**src/rtl/disp_scan_ctrl_if.sv**
```systemverilog
// Value/handshake and pin bundle between the value producer and disp_scan_ctrl.
// master = value producer / board side, slave = the scan controller.
interface disp_scan_ctrl_if #(
   parameter int NUM_DIGITS = 4
);
   logic                    en;
   logic                    load;
   logic [4*NUM_DIGITS-1:0] value;
   logic                    ready;
   logic [6:0]              seg;
   logic [NUM_DIGITS-1:0]   an;
   logic                    frame_done;

   modport master (output en, load, value, input ready, seg, an, frame_done);
   modport slave  (input en, load, value, output ready, seg, an, frame_done);
endinterface

```
**src/rtl/disp_scan_ctrl.sv**
```systemverilog
// Time-multiplexed 7-segment scan controller with dead-time guard and frame-aligned value updates.
// Optional leading-zero blanking is enabled by defining DISP_LZ_BLANK_EN.
module disp_scan_ctrl #(
   parameter int NUM_DIGITS   = 4,
   parameter int ON_CYCLES    = 1000,
   parameter int GUARD_CYCLES = 16,
   parameter bit ACTIVE_LOW   = 1'b1
) (
   input logic               clk,
   input logic               rst_n,
   disp_scan_ctrl_if.slave   bus
);
   localparam int CNT_MAX = (ON_CYCLES > GUARD_CYCLES) ? ON_CYCLES : GUARD_CYCLES;
   localparam int CNT_W   = $clog2(CNT_MAX);
   localparam int IDX_W   = $clog2(NUM_DIGITS);

   localparam logic [CNT_W-1:0]      ON_LAST    = CNT_W'(ON_CYCLES - 1);
   localparam logic [CNT_W-1:0]      GUARD_LAST = CNT_W'(GUARD_CYCLES - 1);
   localparam logic [IDX_W-1:0]      IDX_LAST   = IDX_W'(NUM_DIGITS - 1);
   localparam logic [6:0]            SEG_BLANK  = ACTIVE_LOW ? 7'h7F : 7'h00;
   localparam logic [NUM_DIGITS-1:0] AN_OFF     = {NUM_DIGITS{ACTIVE_LOW}};

   typedef enum logic [1:0] {S_OFF, S_ON, S_GUARD} state_e;

   state_e                  state_q;
   logic [IDX_W-1:0]        idx_q;
   logic [CNT_W-1:0]        cnt_q;
   logic [4*NUM_DIGITS-1:0] shadow_q, pend_val_q;
   logic                    pending_q, valid_q;
   logic [6:0]              seg_q, seg_d;
   logic [NUM_DIGITS-1:0]   an_q, an_d;
   logic                    frame_done_q, frame_done_d;

   logic                    accept;
   logic [3:0]              digit;
   logic [NUM_DIGITS-1:0]   sel;
   logic                    digit_blank;

   function automatic logic [6:0] hex_glyph(input logic [3:0] h);
      case (h)
         4'h0: hex_glyph = 7'h7E;
         4'h1: hex_glyph = 7'h30;
         4'h2: hex_glyph = 7'h6D;
         4'h3: hex_glyph = 7'h79;
         4'h4: hex_glyph = 7'h33;
         4'h5: hex_glyph = 7'h5B;
         4'h6: hex_glyph = 7'h5F;
         4'h7: hex_glyph = 7'h70;
         4'h8: hex_glyph = 7'h7F;
         4'h9: hex_glyph = 7'h7B;
         4'hA: hex_glyph = 7'h77;
         4'hB: hex_glyph = 7'h1F;
         4'hC: hex_glyph = 7'h4E;
         4'hD: hex_glyph = 7'h3D;
         4'hE: hex_glyph = 7'h4F;
         default: hex_glyph = 7'h47;
      endcase
   endfunction

   assign accept = bus.load & ~pending_q;

   // NOTE: every always_comb output gets a default first so no path can infer a latch.
   always_comb begin
      digit = 4'h0;
      sel   = '0;
      for (int i = 0; i < NUM_DIGITS; i++) begin
         if (idx_q == IDX_W'(i)) begin
            digit  = shadow_q[4*i +: 4];
            sel[i] = 1'b1;
         end
      end
   end

`ifdef DISP_LZ_BLANK_EN
   logic [NUM_DIGITS-1:0] lz_blank;

   // Digit i is a leading zero when it and everything above it is zero; digit 0 never is.
   always_comb begin
      lz_blank = '0;
      for (int i = 1; i < NUM_DIGITS; i++) begin
         lz_blank[i] = ((shadow_q >> (4*i)) == '0);
      end
   end

   assign digit_blank = |(sel & lz_blank);
`else
   assign digit_blank = 1'b0;
`endif

   always_comb begin
      seg_d        = SEG_BLANK;
      an_d         = AN_OFF;
      frame_done_d = bus.en && (state_q == S_GUARD) && (cnt_q == GUARD_LAST) && (idx_q == IDX_LAST);
      if (state_q == S_ON && !digit_blank) begin
         seg_d = ACTIVE_LOW ? ~hex_glyph(digit) : hex_glyph(digit);
         an_d  = AN_OFF ^ sel;
      end
   end

   // NOTE: sequential state uses non-blocking assignments only, so every register samples pre-edge values.
   always_ff @(posedge clk or negedge rst_n) begin
      if (!rst_n) begin
         state_q      <= S_OFF;
         idx_q        <= '0;
         cnt_q        <= '0;
         // NOTE: the value registers are reset too: blank display and no stale digits after reset.
         shadow_q     <= '0;
         pend_val_q   <= '0;
         pending_q    <= 1'b0;
         valid_q      <= 1'b0;
         seg_q        <= SEG_BLANK;
         an_q         <= AN_OFF;
         frame_done_q <= 1'b0;
      end else begin
         seg_q        <= seg_d;
         an_q         <= an_d;
         frame_done_q <= frame_done_d;

         // Straight to shadow while idle; otherwise hold until the next frame boundary.
         if (accept) begin
            valid_q <= 1'b1;
            if (state_q == S_OFF) begin
               shadow_q <= bus.value;
            end else begin
               pend_val_q <= bus.value;
               pending_q  <= 1'b1;
            end
         end

         if (!bus.en) begin
            state_q <= S_OFF;
            idx_q   <= '0;
            cnt_q   <= '0;
         end else begin
            case (state_q)
               S_OFF: begin
                  if (valid_q || accept) begin
                     state_q <= S_ON;
                     idx_q   <= '0;
                     cnt_q   <= '0;
                  end
               end
               S_ON: begin
                  if (cnt_q == ON_LAST) begin
                     state_q <= S_GUARD;
                     cnt_q   <= '0;
                  end else begin
                     cnt_q <= cnt_q + CNT_W'(1);
                  end
               end
               S_GUARD: begin
                  if (cnt_q == GUARD_LAST) begin
                     state_q <= S_ON;
                     cnt_q   <= '0;
                     if (idx_q == IDX_LAST) begin
                        idx_q <= '0;
                        if (pending_q) begin
                           shadow_q  <= pend_val_q;
                           pending_q <= 1'b0;
                        end
                     end else begin
                        idx_q <= idx_q + IDX_W'(1);
                     end
                  end else begin
                     cnt_q <= cnt_q + CNT_W'(1);
                  end
               end
               default: state_q <= S_OFF;
            endcase
         end
      end
   end

   assign bus.ready      = ~pending_q;
   assign bus.seg        = seg_q;
   assign bus.an         = an_q;
   assign bus.frame_done = frame_done_q;
endmodule
```
**src/flat_wrapper.sv**
```systemverilog
// flat-port wrapper written by rule: the top's interface ports become plain ports
module disp_scan_ctrl_flat 
#(
   parameter int NUM_DIGITS   = 4,
   parameter int ON_CYCLES    = 1000,
   parameter int GUARD_CYCLES = 16,
   parameter bit ACTIVE_LOW   = 1'b1
)
  (clk, rst_n, bus_en, bus_load, bus_value, bus_ready, bus_seg, bus_an, bus_frame_done);
  disp_scan_ctrl_if #(.NUM_DIGITS(NUM_DIGITS)) bus_i ();
  input logic clk;
  input logic rst_n;
  input wire logic [$bits(bus_i.en)-1:0] bus_en;
  input wire logic [$bits(bus_i.load)-1:0] bus_load;
  input wire logic [$bits(bus_i.value)-1:0] bus_value;
  output wire logic [$bits(bus_i.ready)-1:0] bus_ready;
  output wire logic [$bits(bus_i.seg)-1:0] bus_seg;
  output wire logic [$bits(bus_i.an)-1:0] bus_an;
  output wire logic [$bits(bus_i.frame_done)-1:0] bus_frame_done;
  assign bus_i.en = bus_en;
  assign bus_i.load = bus_load;
  assign bus_i.value = bus_value;
  assign bus_ready = bus_i.ready;
  assign bus_seg = bus_i.seg;
  assign bus_an = bus_i.an;
  assign bus_frame_done = bus_i.frame_done;
  disp_scan_ctrl #(.NUM_DIGITS(NUM_DIGITS), .ON_CYCLES(ON_CYCLES), .GUARD_CYCLES(GUARD_CYCLES), .ACTIVE_LOW(ACTIVE_LOW)) u_core (.clk(clk), .rst_n(rst_n), .bus(bus_i));
endmodule
```
**config.mk**
```make
export PLATFORM = sky130hd
export DESIGN_NAME = disp_scan_ctrl_flat
export DESIGN_NICKNAME = d
export VERILOG_FILES = /design/src/rtl/disp_scan_ctrl_if.sv /design/src/rtl/disp_scan_ctrl.sv /design/src/flat_wrapper.sv
export SDC_FILE = /design/constraint.sdc
export NUM_CORES = 1
export LEC_CHECK = 0
export CAP_MARGIN = 20
export CELL_PAD_IN_SITES_DETAIL_PLACEMENT = 0
export CELL_PAD_IN_SITES_GLOBAL_PLACEMENT = 2
export CORE_UTILIZATION = 33
export DETAILED_ROUTE_END_ITERATION = 6
export HOLD_SLACK_MARGIN = 0.03
export PLACE_DENSITY = 0.85
export SYNTH_ARGS = -nofsm -noshare
export SYNTH_HDL_FRONTEND = slang
export SYNTH_SLANG_ARGS = --single-unit
```
**constraint.sdc**
```tcl
create_clock -name clk -period 2.2 [get_ports clk]
set_clock_uncertainty 0.1 [all_clocks]
set_input_delay 0.44 -clock clk [delete_from_list [all_inputs] [get_ports clk]]
set_output_delay 0.44 -clock clk [all_outputs]
set_load 0.02 [all_outputs]
```
==> flow_metrics.py, run 1 <==
metrics = {
    "outcome": {
        "status": "finished clean",
    },
    "hold_path": {
        "hp-start": "u_core.valid_q",
        "min_to": "u_core.valid_q",
        "hold_depth": 1,
        "hold_class": "reg2reg",
    },
    "synth": {
        "netlist_area_um2": 3150,
        "yosysTopAreaCell": "dfrtp_1",
        "yosys_most_used_dff": "dfrtp_1",
        "async_flop_share_pct": 100,
        "ys_top_cells_by_area": "dfrtp_1 (39%), dfstp_2 (9.2%), mux2i_1 (7.3%)",
        "seq_area_frac_synth_pct": 48.1,
        "syn-num-nets": 335,
        "synth_top_area_share_pct": 38.9,
        "synth_cell_types": 45,
        "ys_warn_count": 0,
        "synth-edff-count": 0,
        "synthCells": 300,
        "ys_ff_latch": 60,
        "syn_avg_cell_area_um2": 10.5,
    },
    "sta": {
        "clock.fmax_mhz": 479,
        "min_period_ps": 2090,
        "tightest_slew_ps": 311,
        "layout_setup_ws_ps": 112,
        "setup_viol_count_final": 0,
        "hold_slack_ps": 394,
        "timing.final.crit_share_pct": 94.9,
        "hold_violations": 0,
        "slew_headroom_pct": 79.0,
        "drv_slew": 0,
    },
    "die": {
        "initial_utilization_pct": 34.1,
        "die_w_um": 99.7,
        "core_um2": 9240,
        "num_rows": 35,
        "ios": 33,
        "die_h_um": 99.7,
        "die_area_um2": 9950,
    },
    "finish": {
        "nets": 391,
        "multi_input_area_um2": 1580,
        "area_delta_synth_final_pct": 28.4,
        "layoutNonFillerInstCount": 490,
        "stdcell_area_um2": 4050,
        "drive_above_1_share_pct": 24.1,
        "n_fill_cell": 884,
        "n_antenna_cell": 0,
        "ff_latch_area_um2": 1520,
    },
    "route": {
        "dr_total_vias": 2362,
        "drc": 0,
        "wl_per_cell_um": 13.6,
        "drt_first_pass_iters": 4,
        "via_per_inst": 4.82,
        "dr.first_iter.drc_count": 75,
        "wirelength_um": 6660,
        "drtAntennaViolNets": 0,
    },
    "cts": {
        "clock_sinks": 60,
        "cts_root_buf": "clkbuf_8",
        "clk_path_buf_depth": 2,
        "cts_tree": "built",
        "insertion_delay_ps": 340,
        "htreeDepth": 3,
        "post_cts_buffers": 0,
        "cts_buffers": 9,
        "path_clk_slew_ps": 70,
    },
    "global_route": {
        "grt_max_degree": 61,
        "grt_pass1_vias": 2286,
        "globalRoute.totalOverflow": 0,
        "antenna_found_initial": 0,
        "grt_use_total_pct": 14.6,
        "grt_pass1_wl_um": 11300,
    },
    "placed_design": {
        "routabilityCongestion": 0.841,
        "dp_slack_ps": 5.51,
        "place_hpwl_um": 4660,
        "post_dp_cell_area_um2": 3790,
        "placedCellCount": 473,
        "numPortBuffers": 32,
    },
    "worst_setup_path": {
        "worst-path-max-fanout": 6,
        "crit_path_start": "u_core.idx_q[0]",
        "max_stage_delay_ps": 410,
        "cp.arrival_ps": 2260,
        "path_cells": "inv_1 -> ha_2 -> nor2b_1 -> o21ai_0 -> nand2_1 -> buf_4 -> ha_1 -> mux2_2 -> o211ai_1",
        "cp.required_ps": 2370,
        "critPathBufInv": 2,
        "rr_worst_depth": 9,
        "rrSetupSlack_ps": 110,
        "timing.rr.end": "u_core.bus.seg[2]",
        "r2r_start": "u_core.idx_q[0]",
        "crit_type": "reg2reg",
        "startpoint_type": "flip-flop",
        "critPathTopFamily": "adder cells",
        "end_kind": "flip-flop",
        "cpMaxStageDelayCell": "dfrtp_2",
    },
    "pwr": {
        "power.switching_mw": 0.775,
        "power_frac_comb_pct": 17.8,
        "p_clk_share_pct": 37.1,
        "power_density_nw_per_um2": 678,
        "p_seq_share_pct": 45.1,
        "switching_share_pct": 28.2,
        "internal_power_mw": 1.97,
        "p_leak_nw": 1.85,
        "ir_drop_uv": 312,
    },
    "job": {
        "cap_violations": 0,
    },
}
[what timing repair did]
item	CTS	global route
gates cloned	0	0
endpoints found under the hold margin	49	0
endpoints found under the setup margin	1	8
hold buffers	1	0
gates resized for setup	1	10
[logic make-up after synthesis]
logic type	count (synthesis)	synth area share, %
adders and majority gates	15	5.95
DFF	60	48.1
and+or+nand+nor	100	16.2
muxes	40	13.4
buffers and inverters	25	3.25
AOI/OAI and AO/OA	60	13.1
[stage by stage]
stage | total power [mW] | util (%) | TNS (ps)
floorplan | 1.51 | - | 0
global placement | 1.75 | 41.1 | 0
detailed placement | 1.75 | 41.1 | 0
CTS | 2.77 | 43.4 | 0
global route | 2.88 | 43.8 | -32.6
finish | 2.74 | 43.8 | 0
[cells in the mapped netlist (2+ instances only)]
library cell	number
dfrtp_1	49
nor2_1	29
nand2_1	27
mux2i_1	23
a21oi_1	18
mux2_2	17
ha_1	15
inv_1	13
dfstp_2	11
nand3_1	11
a22o_1	10
o21ai_1	9
clkbuf_1	7
nand3b_1	6
nand2b_1	5
buf_2	4
nor2b_1	4
nor3_1	4
o211ai_1	4
o21ai_0	3
a22oi_1	2
a31oi_1	2
and2_1	2
nand4_1	2
o21a_1	2
o221ai_1	2
[sequential cells by signal, indices dropped and copies added, names as in the netlist]
signal	cells
u_core.bus.seg	7
u_core.cnt_q	10
u_core.bus.an	4
u_core.bus.frame_done	1
u_core.shadow_q	16
u_core.state_q	2
u_core.valid_q	1
u_core.idx_q	2
u_core.pend_val_q	16
u_core.pending_q	1
[worst max-delay path by stage]
stage	to	slack, ps	cells past startpoint
finish	u_core.bus.seg[2]	110	9
global route	u_core.bus.seg[4]	-30	8
CTS	u_core.bus.seg[3]	20	9
detailed placement	u_core.bus.seg[4]	6	8
global placement	u_core.bus.seg[2]	50	7
floorplan	u_core.bus.seg[4]	50	9
[placed cells by master, fill, tap and decap left out, drive strengths merged, types with 11 or more instances in the layout]
cell type / Yosys / routed
a21oi: 18 / 18
buf: 5 / 25
clkdlybuf4s50: 0 / 31
dfrtp: 49 / 49
dfstp: 11 / 11
ha: 15 / 15
inv: 13 / 14
mux2: 17 / 17
mux2i: 23 / 23
nand2: 28 / 28
nand3: 11 / 11
nor2: 29 / 29
o21ai: 12 / 12
[area by class of cell]
class | instances | share of cell area [%]
Sequential cell | 60 | 37.5
Clock buffer | 9 | 3.06
Clock inverter | 7 | 1.89
Tap cell | 129 | 3.99
Multi-Input combinational cell | 215 | 38.9
Inverter | 13 | 1.21
Timing Repair Buffer | 57 | 13.4
[worst reg2reg max path, stage by stage (launching register included)]
cell and delay [ps]:
dfrtp_2 410, inv_1 80, ha_2 240, nor2b_1 150
o21ai_0 140, nand2_1 130, buf_4 180, ha_1 180
mux2_2 260, o211ai_1 150
[power groups by stage]
stage	combinational, mW	clock [mW]	sequential, mW
2_1_floorplan	0.184	0	1.32
5_1_grt	0.540	1.09	1.25
4_1_cts	0.495	1.04	1.24
6_report	0.488	1.02	1.24
3_3_place_gp	0.489	0	1.26
3_5_place_dp	0.492	0	1.26
[per-layer routing]
layer  part of all wire, %  wire [µm]  global-route usage, %  vias up
li1                      -          -                      -     1185
met1                    50       3310                   19.8     1135
met2                    46       3080                   22.7       33
met3                   2.9        191                   3.44        9
met4                   1.2         81                   5.43        0
met5                     0          0                      0        -
Power figures use the tool's default switching activity.
==> run 2: changes to the inputs <==
CORE_UTILIZATION = 40   (was 33)
PLACE_DENSITY = 0.95   (was 0.85)
clock period = 2.5 ns   (was 2.2 ns; I/O delays follow)
==> flow_metrics.py, run 2 (synthesis gave the netlist of run 1 again) <==
metrics = {
    "sta": {
        "rsz0062_at_grt": "no",
        "tightest_slew_ps": 582,
        "min_period_ps": 2210,
        "slew_headroom_pct": 61.2,
        "hold_violations": 0,
        "timing.final.crit_share_pct": 88.3,
        "clock.fmax_mhz": 453,
        "setup_tns_ps": 0,
        "drv_slew": 0,
        "setup_viol_count_final": 0,
    },
    "outcome": {
        "status": "finished clean",
    },
    "worst_setup_path": {
        "end_kind": "flip-flop",
        "worst-path-max-fanout": 9,
        "cp.required_ps": 2630,
        "timing.rr.end": "u_core.bus.seg[4]",
        "crit_path_start": "u_core.idx_q[1]",
        "crit_type": "reg2reg",
        "cpMaxStageDelayCell": "dfrtp_1",
        "rrSetupSlack_ps": 290,
        "path_cells": "inv_1 -> ha_1 -> nand3b_1 -> a31oi_4 -> inv_1 -> ha_1 -> nand3b_1 -> o311ai_0",
        "r2r_start": "u_core.idx_q[1]",
        "max_stage_delay_ps": 450,
        "cp.arrival_ps": 2340,
        "startpoint_type": "flip-flop",
        "rr_worst_depth": 8,
        "endpoint": "u_core.bus.seg[4]",
    },
    "pwr": {
        "p_leak_nw": 1.80,
        "switching_share_pct": 26.8,
        "p_seq_share_pct": 43.8,
        "power.switching_mw": 0.669,
        "ir_drop_uv": 252,
        "power_frac_comb_pct": 16.6,
        "p_clk_share_pct": 39.6,
        "internal_power_mw": 1.82,
        "power_density_nw_per_um2": 635,
    },
    "global_route": {
        "grt_pass1_vias": 2237,
        "grt_pass1_wl_um": 10700,
        "antenna_found_initial": 0,
        "globalRoute.totalOverflow": 0,
        "grt_use_total_pct": 16.8,
        "grt_max_degree": 33,
    },
    "cts": {
        "path_clk_slew_ps": 70,
        "clock_sinks": 60,
        "clk_path_buf_depth": 2,
        "cts_root_buf": "clkbuf_8",
        "cts_tree": "built",
        "htreeDepth": 3,
        "cts_buffers": 9,
        "insertion_delay_ps": 340,
    },
    "placed_design": {
        "placedCellCount": 436,
        "routabilityCongestion": 0.792,
        "post_dp_cell_area_um2": 3660,
        "place_hpwl_um": 4480,
        "numPortBuffers": 32,
    },
    "finish": {
        "n_fill_cell": 710,
        "mostFrequentLayoutCells": "dfrtp_1 (49), clkdlybuf4s50_1 (31), nor2_1 (28)",
        "multi_input_area_um2": 1570,
        "stdcell_area_um2": 3920,
        "ff_latch_area_um2": 1520,
        "final_common_cell": "dfrtp_1",
        "drive_above_1_share_pct": 20.9,
        "nets": 380,
        "area_delta_synth_final_pct": 24.4,
        "n_antenna_cell": 0,
        "reg_top3": "u_core.pend_val_q (16), u_core.shadow_q (16), u_core.cnt_q (10)",
        "layoutNonFillerInstCount": 452,
    },
    "route": {
        "drt_first_pass_iters": 4,
        "dr_total_vias": 2330,
        "wl_per_cell_um": 13.8,
        "drtAntennaViolNets": 0,
        "dr.first_iter.drc_count": 93,
        "wirelength_um": 6230,
        "via_per_inst": 5.15,
        "drc": 0,
    },
    "die": {
        "num_rows": 32,
        "die_h_um": 90.8,
        "die_area_um2": 8240,
        "core_um2": 7690,
        "die_w_um": 90.8,
        "ios": 33,
        "initial_utilization_pct": 41.0,
    },
    "job": {
        "cap_violations": 0,
    },
    "hold_path": {
        "hold_class": "in2async",
    },
}
[run 2: cell types whose count changed in the layout (fill, tap and decap cells not counted), sizes merged]
cell | previous run | this run
buf | 25 | 15
dlygate4sd3 | 1 | 0
clkinvlp | 2 | 3
clkinv | 3 | 1
bufinv | 1 | 2
[run 2: worst max-delay path: cells and delay by family (launching register included)]
family	cells	cell delay [ps]
AOI/OAI and AO/OA	2	350
adders and majority gates	2	560
buffers and inverters	2	210
DFF	1	450
and+or+nand+nor	2	430
[run 2: layout make-up]
cell class	count	area share [%]
Inverter	13	1.24
Timing Repair Buffer	46	11.0
Clock inverter	7	2.55
Tap cell	102	3.25
Multi-Input combinational cell	215	40.1
Sequential cell	60	38.6
Clock buffer	9	3.16
[run 2: metal layers]
layer  track usage, %  part of all wire [%]  up-vias
met2             26.7                    47       34
li1                 -                     -     1159
met3             3.79                   2.8        9
met1             21.6                    48     1128
met4             7.94                   1.7        0
met5                0                     0        -
[run 2: worst min path at each step]
stage              startpoint  cells after the start                     to  slack (ps)
4_1_cts                 rst_n                      1      u_core.state_q[0]          70
3_5_place_dp   u_core.valid_q                      1         u_core.valid_q         370
5_1_grt                 rst_n                      1        u_core.idx_q[1]         100
6_report                rst_n                      1         u_core.valid_q          60
3_3_place_gp   u_core.valid_q                      1         u_core.valid_q         360
2_1_floorplan           rst_n                      0  u_core.bus.frame_done         100
[run 2: power groups by stage]
stage          combinational (mW)  sequential [mW]  clock (mW)
3_3_place_gp                0.415             1.11           0
5_1_grt                     0.455             1.10        1.05
2_1_floorplan               0.162             1.17           0
3_5_place_dp                0.418             1.11           0
4_1_cts                     0.419             1.09       0.998
6_report                    0.415             1.09       0.985
[run 2: stage by stage]
stage	setup slack (ps)	util, %	total power [mW]	hold WS (ps)
after floorplan	252	-	1.33	104
after global routing	35.0	51.0	2.61	96.4
final	293	51.0	2.49	58.2
after CTS	110	50.6	2.51	69.3
after detailed placement	22.4	47.6	1.53	369
after global placement	179	47.6	1.52	364
[run 2: repair_timing]
action,4_1_cts,5_1_grt
setup endpoints to repair,1,3
pin swaps,0,0
setup buffers,0,0
resized for setup,1,6
hold buffers,0,0
==> run 3: changes to the inputs <==
clock period = 2.76 ns   (was 2.5 ns; I/O delays follow)
==> flow_metrics.py, run 3 (synthesis gave the netlist of run 1 again) <==
metrics = {
    "outcome": {
        "status": "finished clean",
    },
    "die": {
        "die_area_um2": 8240,
        "ios": 33,
        "die_h_um": 90.8,
        "core_um2": 7690,
        "num_rows": 32,
        "initial_utilization_pct": 41.0,
        "die_w_um": 90.8,
    },
    "worst_setup_path": {
        "worst-path-max-fanout": 7,
        "cp.required_ps": 2900,
        "critPathBufInv": 2,
        "rr_worst_depth": 9,
        "timing.rr.end": "u_core.bus.seg[4]",
        "end_kind": "flip-flop",
        "crit_type": "reg2reg",
        "path_cells": "inv_1 -> ha_1 -> nor2_1 -> o211ai_1 -> nand2_1 -> inv_1 -> ha_1 -> nand3b_1 -> o311ai_0",
        "max_stage_delay_ps": 430,
        "rrSetupSlack_ps": 310,
        "cpMaxStageDelayCell": "dfrtp_1",
        "cp.arrival_ps": 2600,
        "critPathTopFamily": "simple AND/OR/NAND/NOR gates",
        "startpoint_type": "flip-flop",
        "r2r_start": "u_core.idx_q[0]",
    },
    "sta": {
        "setup_tns_ps": 0,
        "min_period_ps": 2450,
        "slew_headroom_pct": 50.6,
        "rsz0062_at_grt": "no",
        "drv_slew": 0,
        "hold_violations": 0,
        "timing.final.crit_share_pct": 88.9,
        "clock.fmax_mhz": 408,
        "setup_viol_count_final": 0,
        "hold_slack_ps": 45.0,
        "tightest_slew_ps": 738,
    },
    "finish": {
        "drive_above_1_share_pct": 18.8,
        "area_delta_synth_final_pct": 21.3,
        "stdcell_area_um2": 3820,
        "final_common_cell": "dfrtp_1",
        "reg_top3": "u_core.pend_val_q (16), u_core.shadow_q (16), u_core.cnt_q (10)",
        "n_antenna_cell": 0,
        "mostFrequentLayoutCells": "dfrtp_1 (49), clkdlybuf4s50_1 (31), nor2_1 (29)",
        "nets": 375,
    },
    "route": {
        "wirelength_um": 6420,
        "drt_first_pass_iters": 4,
        "dr.first_iter.drc_count": 77,
        "via_per_inst": 5.26,
        "wl_per_cell_um": 14.4,
        "drc": 0,
        "dr_total_vias": 2350,
        "drtAntennaViolNets": 0,
    },
    "global_route": {
        "busiest_layer": "met2",
        "grt_pass1_wl_um": 11300,
        "grtUsageMet3_pct": 3.45,
        "globalRoute.totalOverflow": 0,
        "antenna_found_initial": 0,
        "grt_max_degree": 44,
        "met1_usage_pct": 23.5,
        "grtUsageMet2_pct": 27.1,
        "grt_pass1_vias": 2331,
        "grt_use_total_pct": 17.5,
    },
    "cts": {
        "clk_path_buf_depth": 2,
        "insertion_delay_ps": 350,
        "ctsHoldBuffers": 0,
        "clock_sinks": 60,
        "cts_tree": "built",
        "path_clk_slew_ps": 70,
        "cts_buffers": 9,
        "cts_root_buf": "clkbuf_8",
        "post_cts_buffers": 0,
        "post_cts_resize_count": 0,
        "htreeDepth": 3,
    },
    "job": {
        "cap_violations": 0,
    },
    "placed_design": {
        "place_hpwl_um": 4520,
        "post_dp_cell_area_um2": 3620,
        "routabilityCongestion": 0.782,
        "numPortBuffers": 32,
    },
    "pwr": {
        "power_frac_comb_pct": 17.1,
        "power.switching_mw": 0.611,
        "p_clk_share_pct": 37.2,
        "internal_power_mw": 1.55,
        "switching_share_pct": 28.2,
        "total_power_mw": 2.16,
        "p_seq_share_pct": 45.7,
        "power_density_nw_per_um2": 566,
        "p_leak_nw": 1.76,
        "ir_drop_uv": 264,
    },
    "hold_path": {
        "hold_class": "in2async",
    },
}
-- run 3: layout make-up --
| type | count | area (µm²) |
|---|---|---|
| clock buffer | 9 | 124 |
| multi-input combinational | 215 | 1540 |
| timing repair buffer | 41 | 395 |
| clock inverter | 7 | 75.1 |
| sequential | 60 | 1520 |
| inverter | 13 | 48.8 |
| tap | 102 | 128 |
| fill | 763 | 3860 |
-- run 3: worst max-delay path by stage --
stage | start | to | slack, ps | depth (start not counted)
floorplan | u_core.idx_q[0] | u_core.bus.seg[4] | 510 | 9
global placement | u_core.idx_q[0] | u_core.bus.seg[4] | 220 | 8
detailed placement | u_core.idx_q[0] | u_core.bus.seg[4] | 200 | 8
CTS | u_core.idx_q[0] | u_core.bus.seg[4] | 170 | 8
global route | u_core.idx_q[0] | u_core.bus.seg[4] | 3 | 9
finish | u_core.idx_q[0] | u_core.bus.seg[4] | 310 | 9
-- run 3: power groups by stage --
stage          logic, mW  clock network (mW)  registers [mW]
6_report           0.370               0.806           0.989
3_5_place_dp       0.373                   0            1.01
4_1_cts            0.374               0.824           0.990
3_3_place_gp       0.369                   0            1.00
2_1_floorplan      0.147                   0            1.06
5_1_grt            0.410               0.860           0.997
-- run 3: through the flow --
stage	setup WS, ps	std cells	utilization (%)
global placement	217	431	47.1
CTS	166	447	49.7
floorplan	512	300	-
detailed placement	196	431	47.1
finish	307	447	49.7
global route	3.07	447	49.7
-- run 3: per-layer routing --
| metal | wire length (µm) | part of all wire (%) |
|---|---|---|
| met1 | 3080 | 48 |
| met2 | 2980 | 46 |
| met3 | 222 | 3.5 |
| met4 | 136 | 2.1 |
| met5 | 0 | 0 |
